### src/rtl/bch_encoder_31_16.sv
// Systematic serial BCH(31,16) encoder (t=3, GF(2^5), p(x)=x^5+x^2+1).
// Message bits pass straight through, then the 15 LFSR parity bits follow.
module bch_encoder_31_16 #(
  parameter int          N   = 31,
  parameter int          K   = 16,
  parameter int          NP  = 15,
  parameter logic [14:0] GEN = 15'h0FAF
) (
  input  logic          clk,
  input  logic          reset_n,
  input  logic          abort,
  input  logic          in_valid,
  output logic          in_ready,
  input  logic          in_bit,
  output logic          out_valid,
  input  logic          out_ready,
  output logic          out_bit,
  output logic          out_first,
  output logic          out_last,
  output logic [NP-1:0] parity,
  output logic          parity_valid,
  output logic [15:0]   cw_count
);

  typedef enum logic {MSG, PARITY} state_t;

  localparam logic [3:0] MSG_LAST = 4'(K - 1);
  localparam logic [3:0] PAR_LAST = 4'(N - K - 1);

  state_t          state;
  logic [3:0]      cnt;
  logic [NP-1:0]   r;
  logic [NP-1:0]   r_div;
  logic [NP-1:0]   shadow;
  logic            fb;
  logic            msg_beat;
  logic            par_beat;

  // Division step of m(x)*x^15 by g(x); x^15 term handled by the feedback.
  assign fb    = in_bit ^ r[NP-1];
  assign r_div = {r[NP-2:0], 1'b0} ^ (fb ? GEN : '0);

  assign msg_beat = !abort && (state == MSG) && in_valid && out_ready;
  assign par_beat = !abort && (state == PARITY) && out_ready;

  always_comb begin
    in_ready  = 1'b0;
    out_valid = 1'b0;
    out_bit   = 1'b0;
    out_first = 1'b0;
    out_last  = 1'b0;
    if (!abort) begin
      case (state)
        MSG: begin
          out_valid = in_valid;
          in_ready  = out_ready;
          out_bit   = in_bit;
          out_first = (cnt == '0);
        end
        PARITY: begin
          out_valid = 1'b1;
          out_bit   = r[NP-1];
          out_last  = (cnt == PAR_LAST);
        end
        default: ;
      endcase
    end
  end

  always_ff @(posedge clk or negedge reset_n) begin
    if (!reset_n) begin
      state        <= MSG;
      cnt          <= '0;
      r            <= '0;
      shadow       <= '0;
      parity       <= '0;
      parity_valid <= 1'b0;
      cw_count     <= '0;
    end else begin
      parity_valid <= 1'b0;
      if (abort) begin
        state <= MSG;
        cnt   <= '0;
        r     <= '0;
      end else if (msg_beat) begin
        r <= r_div;
        if (cnt == MSG_LAST) begin
          state  <= PARITY;
          cnt    <= '0;
          shadow <= r_div;
        end else begin
          cnt <= cnt + 4'd1;
        end
      end else if (par_beat) begin
        // Shifting out the parity leaves r cleared for the next codeword.
        r <= {r[NP-2:0], 1'b0};
        if (cnt == PAR_LAST) begin
          state        <= MSG;
          cnt          <= '0;
          parity       <= shadow;
          parity_valid <= 1'b1;
          cw_count     <= cw_count + 16'd1;
        end else begin
          cnt <= cnt + 4'd1;
        end
      end
    end
  end

endmodule

### config.mk
export PLATFORM = sky130hd
export DESIGN_NAME = bch_encoder_31_16
export DESIGN_NICKNAME = d
export VERILOG_FILES = /design/src/rtl/bch_encoder_31_16.sv
export SDC_FILE = /design/constraint.sdc
export NUM_CORES = 1
export LEC_CHECK = 0
export CORE_ASPECT_RATIO = 0.8
export CORE_MARGIN = 1
export CORE_UTILIZATION = 40
export DETAILED_ROUTE_END_ITERATION = 16
export DONT_BUFFER_PORTS = 1
export PLACE_DENSITY_LB_ADDON = 0.1
export SLEW_MARGIN = 20
export SYNTH_ARGS = -nofsm -noshare
export SYNTH_HDL_FRONTEND = slang
export SYNTH_SLANG_ARGS = --single-unit
### constraint.sdc
create_clock -name clk -period 1.6 [get_ports clk]
set_input_delay 0.16 -clock clk [delete_from_list [all_inputs] [get_ports clk]]
set_output_delay 0.16 -clock clk [all_outputs]
set_load 0.02 [all_outputs]
# Yosys cells after proc, flatten, opt, wreduce, memory -nomap -nowiden
# Cells that the tools add are included.
# W data, S select, Z words.
[totals]
regBits = 67
inputBits = 6
elab_cells = 57
output_inout_bits = 37
[op_classes]
n_mux = 28
bitwise_logic = 5
n_addsub = 2
n_reduce_logical = 12
n_eq_ne = 3
[ops]
columns = ["cell", "n"]
rows = [
  ["$mux W15", 3],
  ["$mux W4", 5],
  ["$mux W1", 17],
  ["$add A16 B1 Y16 const B", 1],
  ["$xor A15 B12 Y15", 1],
  ["$mux W12", 1],
  ["$eq A4 B4 Y1 const B", 2],
  ["$reduce_and A3 Y1", 2],
  ["$reduce_bool A3 Y1", 2],
  ["$logic_and A1 B1 Y1", 5],
  ["$add A4 B1 Y4 const B", 1],
  ["$logic_not A4 Y1", 1],
  ["$pmux W1 S2", 2],
  ["$reduce_and A4 Y1", 1],
  ["$ne A3 B2 Y1 const B", 1],
  ["$not A1 Y1", 3],
  ["$logic_not A1 Y1", 1],
  ["$xor A1 B1 Y1", 1],
]

# Longest topological paths before layout
# Gate-level depths: netlist (run 1).
[depth]
ltp_word = 6
ltp_mapped = 7
ltp_nobuf = 6

# Least setup slack after synthesis (run 1)
# OpenSTA, ideal clock, no wires.
[synth_timing]
kind = "register -> register"
start = "register cnt[0]"
end = "register cw_count[1]"
arrival_time_ns = 1.539
path_stages_with_launch = 7
path_buffers = 1
required_time_ns = 1.475
synth_period_minus_slack_ns = 1.663
setup_ns = 0.125
slack_ns = -0.063
cell_sequence = "dfrtp_1 inv_1 ha_1 nand3_4 nor2_4 buf_4 mux2_2"
[synth_between]
elab_chain_cells = 2
[synth_rtl]
columns = ["item", "line", "text"]
rows = [
  ["start, declared", "31", "logic [3:0] cnt;"],
  ["start signal, assigned", "92", "cnt <= cnt + 4'd1;"],
  ["start signal, assigned", "104", "cnt <= cnt + 4'd1;"],
  ["$eq A4 B4 Y1", "97", "if (cnt == PAR_LAST) begin"],
  ["$reduce_and A4 Y1 (no line)", "n/a", ""],
  ["end signal, assigned", "102", "cw_count <= cw_count + 16'd1;"],
  ["end, declared", "22", "output logic [15:0] cw_count"],
]
# Every way passes these cells.
# A chain may end at the register's enable or synchronous reset.

# Final worst setup path (run 1)
[layout_timing]
start = "register cnt[0]"
end = "output out_last"
[layout_between]
elab_chain_cells = 3
[layout_rtl]
columns = ["item", "line", "text"]
rows = [
  ["$eq A4 B4 Y1", "63", "out_last = (cnt == PAR_LAST);"],
  ["$mux W1", "53", "case (state)"],
  ["$mux W1", "52", "if (!abort) begin"],
  ["end, declared", "19", "output logic out_last,"],
]
# Every way passes these cells.

==> results.md, run 1 <==
* TritonCTS clock tree: yes
* Worst Skew at 0.00781 ns
* Worst Hold Class: in2async
* Maximum frequency from static timing analysis at roughly 630 MHz
* Final hold slack at -0.492 ns
* Most frequent cell after synthesis: sky130_fd_sc_hd__dfrtp_1
* Worst Path Class, Setup: reg2out
* Clock network latency to the later pin of the worst-skew pair at 0.34 ns
* Wire length of the first global-routing pass at 9770 um
* Highest cell delay on the worst timing path at roughly 0.40 ns
* Clock transition time at the flip-flop clock pins of the worst setup and hold paths at roughly 0.08 ns
* Avg Vias per Cell at between 4 and 5
* Ranking of synthesized cells by instance count: sky130_fd_sc_hd__dfrtp_1, sky130_fd_sc_hd__nand2_1, sky130_fd_sc_hd__o21ai_0, sky130_fd_sc_hd__xnor2_1, sky130_fd_sc_hd__mux2_2
* Worst voltage drop across the vdd grid at 398 uV
* Main synth FF type: sky130_fd_sc_hd__dfrtp_1
* Fraction of the cycle the final worst path needs at 0.988
* Arrival time worst endpoint at 1.42 ns
* Ratio of cells with drive above 1 in the final layout at 0.266
* Setup repair after global routing missed its margin: yes
* Total detailed-routing wirelength at just under 6000 um
* Clk sinks at 67
* Net count of the finished layout at between 200 and 300
* Warnings from Yosys at 0
* Top delay family on crit path: flip-flops
* Iteration-0 DRC Markers at 57
* Routability cong. at 0.779
* Total power divided by cell area at 907 nW/um2
* Number of global-route vias before repair at ~1800
* Area growth from synthesis to final layout at 17.3%
* LEAKAGE at roughly 1.7 nW
* HPWL Detailed at about 3800 um
* RR Startpoint: cnt[0]
* Critical Path Source Type: flop
* Final setup fails at 0
* Average cell area after synthesis at 11.7 um2
* Initial core utilization at 0.412
* Outcome: finished with violations
* Maximum number of pins on one net before global-route repair at 68
* Crit path required time at between 1 and 1.5 ns
* First-pass iteration count of the detailed router at 4
* Antenna violations before repair at 0
* Final Hold Fails at between 60 and 70
* Violations in the final reports: hold timing
* Worst slew margin at 0.741
* Synthesized area at just over 3000 um2
* Max-capacitance violation count at 0
* Final total power at 0.00324 W
* Ports at 43
* CP Cell Sequence: inv_2, ha_4, nand3_4, nor3b_2, buf_4
* Root buffer cell: sky130_fd_sc_hd__clkbuf_8
* End-of-flow core utilization at 0.483
* #FFs+latches synth at 67
* Pin slew with the least headroom to its limit at 0.387 ns
* Input/output buffers at 0
* Crit path time final at 1.58 ns
* Total clock buffers created by CTS at 9
* Post-synth EDFFs at 0
* Number of rows in the core area at 28
* Share of Yosys cell area claimed by the top area cell type at 0.551
* Overall Global Routing Usage at 0.164
* Synth area leader: sky130_fd_sc_hd__dfrtp_1
* Die Footprint at 7970 um2
* Top area cells in the synthesized netlist: sky130_fd_sc_hd__dfrtp_1, sky130_fd_sc_hd__mux2_2, sky130_fd_sc_hd__xnor2_1
* Share of synthesized area occupied by flip-flops and latches at 0.551
* Core footprint at ~7400 um2
* Number of routed nets with antenna violations at 0
* Post-synthesis cell count at 260
* Net Count, Synth at roughly 270
* Largest fanout on the critical path at 4
* Fillers at between 600 and 700
* Height of the die at approximately 80 um
* Bufs and invs on worst path at 2
* Crit path from: cnt[0]
* Die Span X at 99.6 um
* Cell variety after synth at 37
* Count of hold buffers inserted by post-cts repair at 3
* Max Buffers Root-to-Sink at 2
* Total vias in the final route at 1872
* Number of design rule violations left after detail routing at 0
* Final global-route overflow total at 0
* Number of antenna repair diodes at 0
* Cell type of the slowest stage on the worst timing path: sky130_fd_sc_hd__dfrtp_1
* H-tree depth reported by CTS at 3
* Average wire per cell in the routed design at ~15 um
* Share of async-settable or async-resettable flops after synthesis at 1.00
* Final Max Slew Viols at 0
* Worst Setup End Kind: output pin
-- path summary, 6_finish.rpt --
kind	cells after the start	slack [ns]	endpoint
hold reg to reg	2	0.48	shadow[9]
hold / removal	0	-0.49	cw_count[14]
setup reg to reg	5	0.03	shadow[0]
setup / recovery	5	0.02	out_last
min in group clk	2	0.06	r[14]
max in group asynchronous	0	1.97	cnt[1]
-- cell families after synthesis --
logic type,after synthesis,share of synthesized area
multiplexers,23,0.0871
buffers and inverters,16,0.0288
XOR/XNOR,35,0.101
AND/OR/NAND/NOR,82,0.155
AO/OA/AOI/OAI,32,0.0575
adder cells (fa/ha/maj),5,0.0205
flip-flops,67,0.551
-- cell usage in the layout, fill, tap and decap left out, types with 9 or more instances in the layout --
cell / instances
sky130_fd_sc_hd__nand2_1: 32
sky130_fd_sc_hd__xnor2_1: 24
sky130_fd_sc_hd__buf_4: 26
sky130_fd_sc_hd__o21ai_0: 25
sky130_fd_sc_hd__mux2_2: 20
sky130_fd_sc_hd__clkbuf_8: 9
sky130_fd_sc_hd__dfrtp_1: 66
sky130_fd_sc_hd__xor2_1: 11
-- layer usage --
| layer | vias up | routed length (um) | GRT usage |
|---|---|---|---|
| met2 | 30 | 2470 | 0.228 |
| li1 | 938 | - | - |
| met5 | - | 0 | 0 |
| met3 | 2 | 272 | 0.0648 |
| met4 | 0 | 27 | 0.0485 |
| met1 | 902 | 3010 | 0.233 |
-- final cells by class --
cell class	count	area (um2)	area share
multi-input combinational	177	1310	0.368
tap	105	131	0.0368
inverter	3	11.3	0.00315
clock inverter	6	65.1	0.0182
clock buffer	10	128	0.0357
sequential	67	1680	0.470
timing repair buffer	30	245	0.0687
-- worst reg2reg max path, cell delays in order (launching register included) --
cell	delay, ns
sky130_fd_sc_hd__dfrtp_1	0.40
sky130_fd_sc_hd__buf_4	0.14
sky130_fd_sc_hd__ha_1	0.21
sky130_fd_sc_hd__and3_2	0.24
sky130_fd_sc_hd__nand2_8	0.12
sky130_fd_sc_hd__mux2_2	0.35
-- state kept, by name, summed over array words and instances (netlist names) --
signal / count
cw_count: 16
shadow: 15
r: 15
parity_valid: 1
cnt: 4
state: 1
parity: 15
-- stage by stage --
stage                     worst slack [ns]  hold slack (ns)  TNS (ns)  instance area [um2]  cells
after floorplan                   -0.00674           -0.136   -0.0674                 3060    260
after global placement              0.0197           -0.134         0                 3280    374
after detailed placement          -0.00602           -0.134  -0.00602                 3280    374
after global routing               -0.0479           -0.529    -0.146                 3570    398
final                               0.0184           -0.492         0                 3570    398
after CTS                         -0.00216           -0.515  -0.00216                 3560    397
-- report_power, final --
part           leakage [nW]  internal (W)  switching [W]
clock                0.0966      0.000722       0.000642
combinational         0.643     0.0000725      0.0000822
sequential            0.932       0.00171      0.0000168
total                  1.67       0.00250       0.000741
-- timing repair --
| action | CTS | global route |
|---|---|---|
| buffers inserted | 4 | 1 |
| hold endpoints to repair | 72 | 67 |
| pin swaps | 2 | 3 |
| endpoints found under the setup margin | 18 | 17 |
| gates resized for setup | 6 | 3 |
Note: power is estimated with default switching activity, not from simulation.
==> inputs of run 2 (changes only) <==
--- a/config.mk
+++ b/config.mk
@@ -5,11 +5,11 @@
 export SDC_FILE = /design/constraint.sdc
 export NUM_CORES = 1
 export LEC_CHECK = 0
+export BUFFER_PORTS_ARGS = -buffer_cell sky130_fd_sc_hd__buf_4
 export CORE_ASPECT_RATIO = 0.8
 export CORE_MARGIN = 1
 export CORE_UTILIZATION = 40
 export DETAILED_ROUTE_END_ITERATION = 16
-export DONT_BUFFER_PORTS = 1
 export PLACE_DENSITY_LB_ADDON = 0.1
 export SLEW_MARGIN = 20
 export SYNTH_ARGS = -nofsm -noshare
==> results.md, run 2 (same netlist as run 1, synthesis figures left out) <==
* Leading cell type in the layout, fill and taps excluded: sky130_fd_sc_hd__dfrtp_1
* Fraction of power spent switching nets at 0.228 (-0.00111)
* Clk sinks at 67 (unchanged)
* Final setup fails at 0 (unchanged)
* Wire length of the first global-routing pass at 10200 um (+4.8%)
* Number of antenna repair diodes at 0 (unchanged)
* Die Span X at 99.6 um (unchanged)
* Max-capacitance violation count at 0 (unchanged)
* Input/output buffers at 42 (+42)
* Share of total power in combinational logic at 0.059 (+0.011)
* Overall Global Routing Usage at 0.171 (+0.00688)
* Ports at 43 (unchanged)
* Largest reg by FF count: cw_count
* Most used cells in the layout excluding fill and tap cells: sky130_fd_sc_hd__dfrtp_1, sky130_fd_sc_hd__buf_4, sky130_fd_sc_hd__nand2_1
* Number of global-route vias before repair at 2025 (+9.9%)
* Worst Hold Class: in2reg
* End-of-flow core utilization at 0.523 (+0.0398)
* Net count of the finished layout at 334 (+12%)
* Final Max Slew Viols at 0 (unchanged)
* HPWL Detailed at 4190 um (+8.8%)
* Max Buffers Root-to-Sink at 2 (unchanged)
* Average wire per cell in the routed design at 13.6 um (-6.2%)
* Worst slew margin at 0.747 (+0.00618)
* Setup repair after global routing missed its margin: yes
* Iteration-0 DRC Markers at 50 (-12%)
* Int Power at 0.00267 W (+6.8%)
* Root buffer cell: sky130_fd_sc_hd__clkbuf_8
* Total vias in the final route at 2015 (+7.6%)
* Met2 wire length at 2600 um (+5.3%)
* Clock transition time at the flip-flop clock pins of the worst setup and hold paths at 0.07 ns (about the same)
* Routability cong. at 0.785 (+0.77%)
* Final global-route overflow total at 0 (unchanged)
* Critical Path Source Type: flop
* Pin slew with the least headroom to its limit at 0.380 ns (-0.00784 ns)
* Initial core utilization at 0.412 (unchanged)
* Slack of the worst reg-to-reg path at 0.006 ns (-0.02 ns)
* Clock network fraction of design power at 0.442 (+0.021)
* Crit path required time at 1.44 ns (about the same)
* Antenna violations before repair at 0 (unchanged)
* Proportion of power drawn by flip-flops and latches at 0.498 (-0.033)
* Area growth from synthesis to final layout at 27.0%
* Worst voltage drop across the vdd grid at 535 uV (+35%)
* Maximum number of pins on one net before global-route repair at 30 (-56%)
* Arrival time worst endpoint at 1.43 ns (about the same)
* Fraction of the cycle the final worst path needs at 0.996 (+0.00800)
* Number of routed nets with antenna violations at 0 (unchanged)
* H-tree depth reported by CTS at 3 (unchanged)
* Total power divided by cell area at 894 nW/um2 (-1.5%)
* Largest fanout on the critical path at 4 (unchanged)
* Worst Skew at 0.00572 ns (-0.00208 ns)
* Final worst-path setup slack at 0.00561 ns (-0.0128 ns)
* Die Footprint at 7970 um2 (unchanged)
* Total clock buffers created by CTS at 9 (unchanged)
* Number of design rule violations left after detail routing at 0 (unchanged)
* Number of rows in the core area at 28 (unchanged)
* Switching power at 0.000787 W (+6.1%)
* Worst Path Class, Setup: reg2out
* Metal1 wirelength at 3000 um (-0.37%)
* Fillers at 684 (-1.4%)
* Total detailed-routing wirelength at 5890 um (+2.0%)
* Footprint of the multi-input gates at 1310 um2 (about the same)
* Core footprint at 7390 um2 (unchanged)
* Outcome: complete, no violations
* Final total power at 0.00346 W (+6.7%)
* Met3 layer wire length in the routed design at 236 um (-13%)
* Avg Vias per Cell at 4.65 (-1.1%)
* Worst Setup End Kind: output pin
* Max FFs per register at 16 (unchanged)
* First-pass iteration count of the detailed router at 4 (unchanged)
* Height of the die at 80.0 um (unchanged)
* Maximum frequency from static timing analysis at 627 MHz (-0.80%)
* Crit path time final at 1.59 ns (+0.0128 ns)
* Placement Setup Slack at 0.000824 ns (+0.00684 ns)
* Seq. cell area at 1680 um2 (about the same)
* Clock network latency to the later pin of the worst-skew pair at 0.34 ns (about the same)
* Ratio of cells with drive above 1 in the final layout at 0.357 (+0.0905)
* Post-route setup TNS at 0 ns (unchanged)
* TritonCTS clock tree: yes
* LEAKAGE at 1.89 nW (+13%)
* Final Hold Fails at 0 (-100%)
* Uppermost layer routed: met4
==> run 2: cell types whose count changed in the layout (fill, tap and decap cells not counted), sizes merged <==
cell         before  now
buf              27   64
dlygate4sd3       3    1
clkinv            3    1
bufinv            1    2
clkinvlp          1    2
==> run 2: path summary, 6_finish.rpt <==
check                           from            to  cells past startpoint
max in group asynchronous    reset_n        cnt[1]                      3
setup reg to reg              cnt[0]  cw_count[11]                      7
setup / recovery              cnt[0]      out_last                      5
hold / removal              in_valid         state                      3
hold reg to reg            shadow[5]     shadow[5]                      2
min in group asynchronous    reset_n   cw_count[6]                      2
==> run 2: metal layers <==
metal  global-route usage  vias up
met1                0.237      969
met3               0.0622        5
met2                0.255       32
li1                     -     1009
met4               0.0397        0
met5                    0        -
==> run 2: repair_timing <==
action                     4_1_cts  5_1_grt
setup endpoints to repair       17       39
hold endpoints to repair        27        0
buffers inserted                 2        2
hold buffers                     1        0
gates resized for setup          3        6
pin swaps                        1        4
==> run 2: metrics by stage <==
step | area, um2 | instances | hold WS, ns
after global routing | 3870 | 433 | 0.132
after detailed placement | 3580 | 412 | 0.111
after floorplan | 3060 | 260 | -0.136
final | 3870 | 433 | 0.124
after global placement | 3580 | 412 | 0.118
after CTS | 3830 | 431 | 0.112
==> run 2: power groups by stage <==
stage	registers [W]	logic (W)	clock network, W
after global placement	0.00175	0.000202	0
after detailed placement	0.00175	0.000201	0
after global routing	0.00172	0.000231	0.00166
after CTS	0.00172	0.000211	0.00157
final	0.00172	0.000205	0.00153
after floorplan	0.00175	0.000101	0
==> run 2: cell type report <==
class                   count  share of cell area
clock buffers              10              0.0330
inverters                   3             0.00291
multi-input cells         177               0.339
well taps                 105              0.0340
flip-flops and latches     67               0.434
repair buffers             65               0.133
clock inverters             6              0.0230
==> run 2: worst max-delay path: stages, from the launching register on <==
cell	delay (ns)
sky130_fd_sc_hd__dfrtp_1	0.39
sky130_fd_sc_hd__inv_2	0.08
sky130_fd_sc_hd__ha_4	0.15
sky130_fd_sc_hd__nand3_4	0.12
sky130_fd_sc_hd__nor3b_2	0.19
sky130_fd_sc_hd__buf_4	0.16
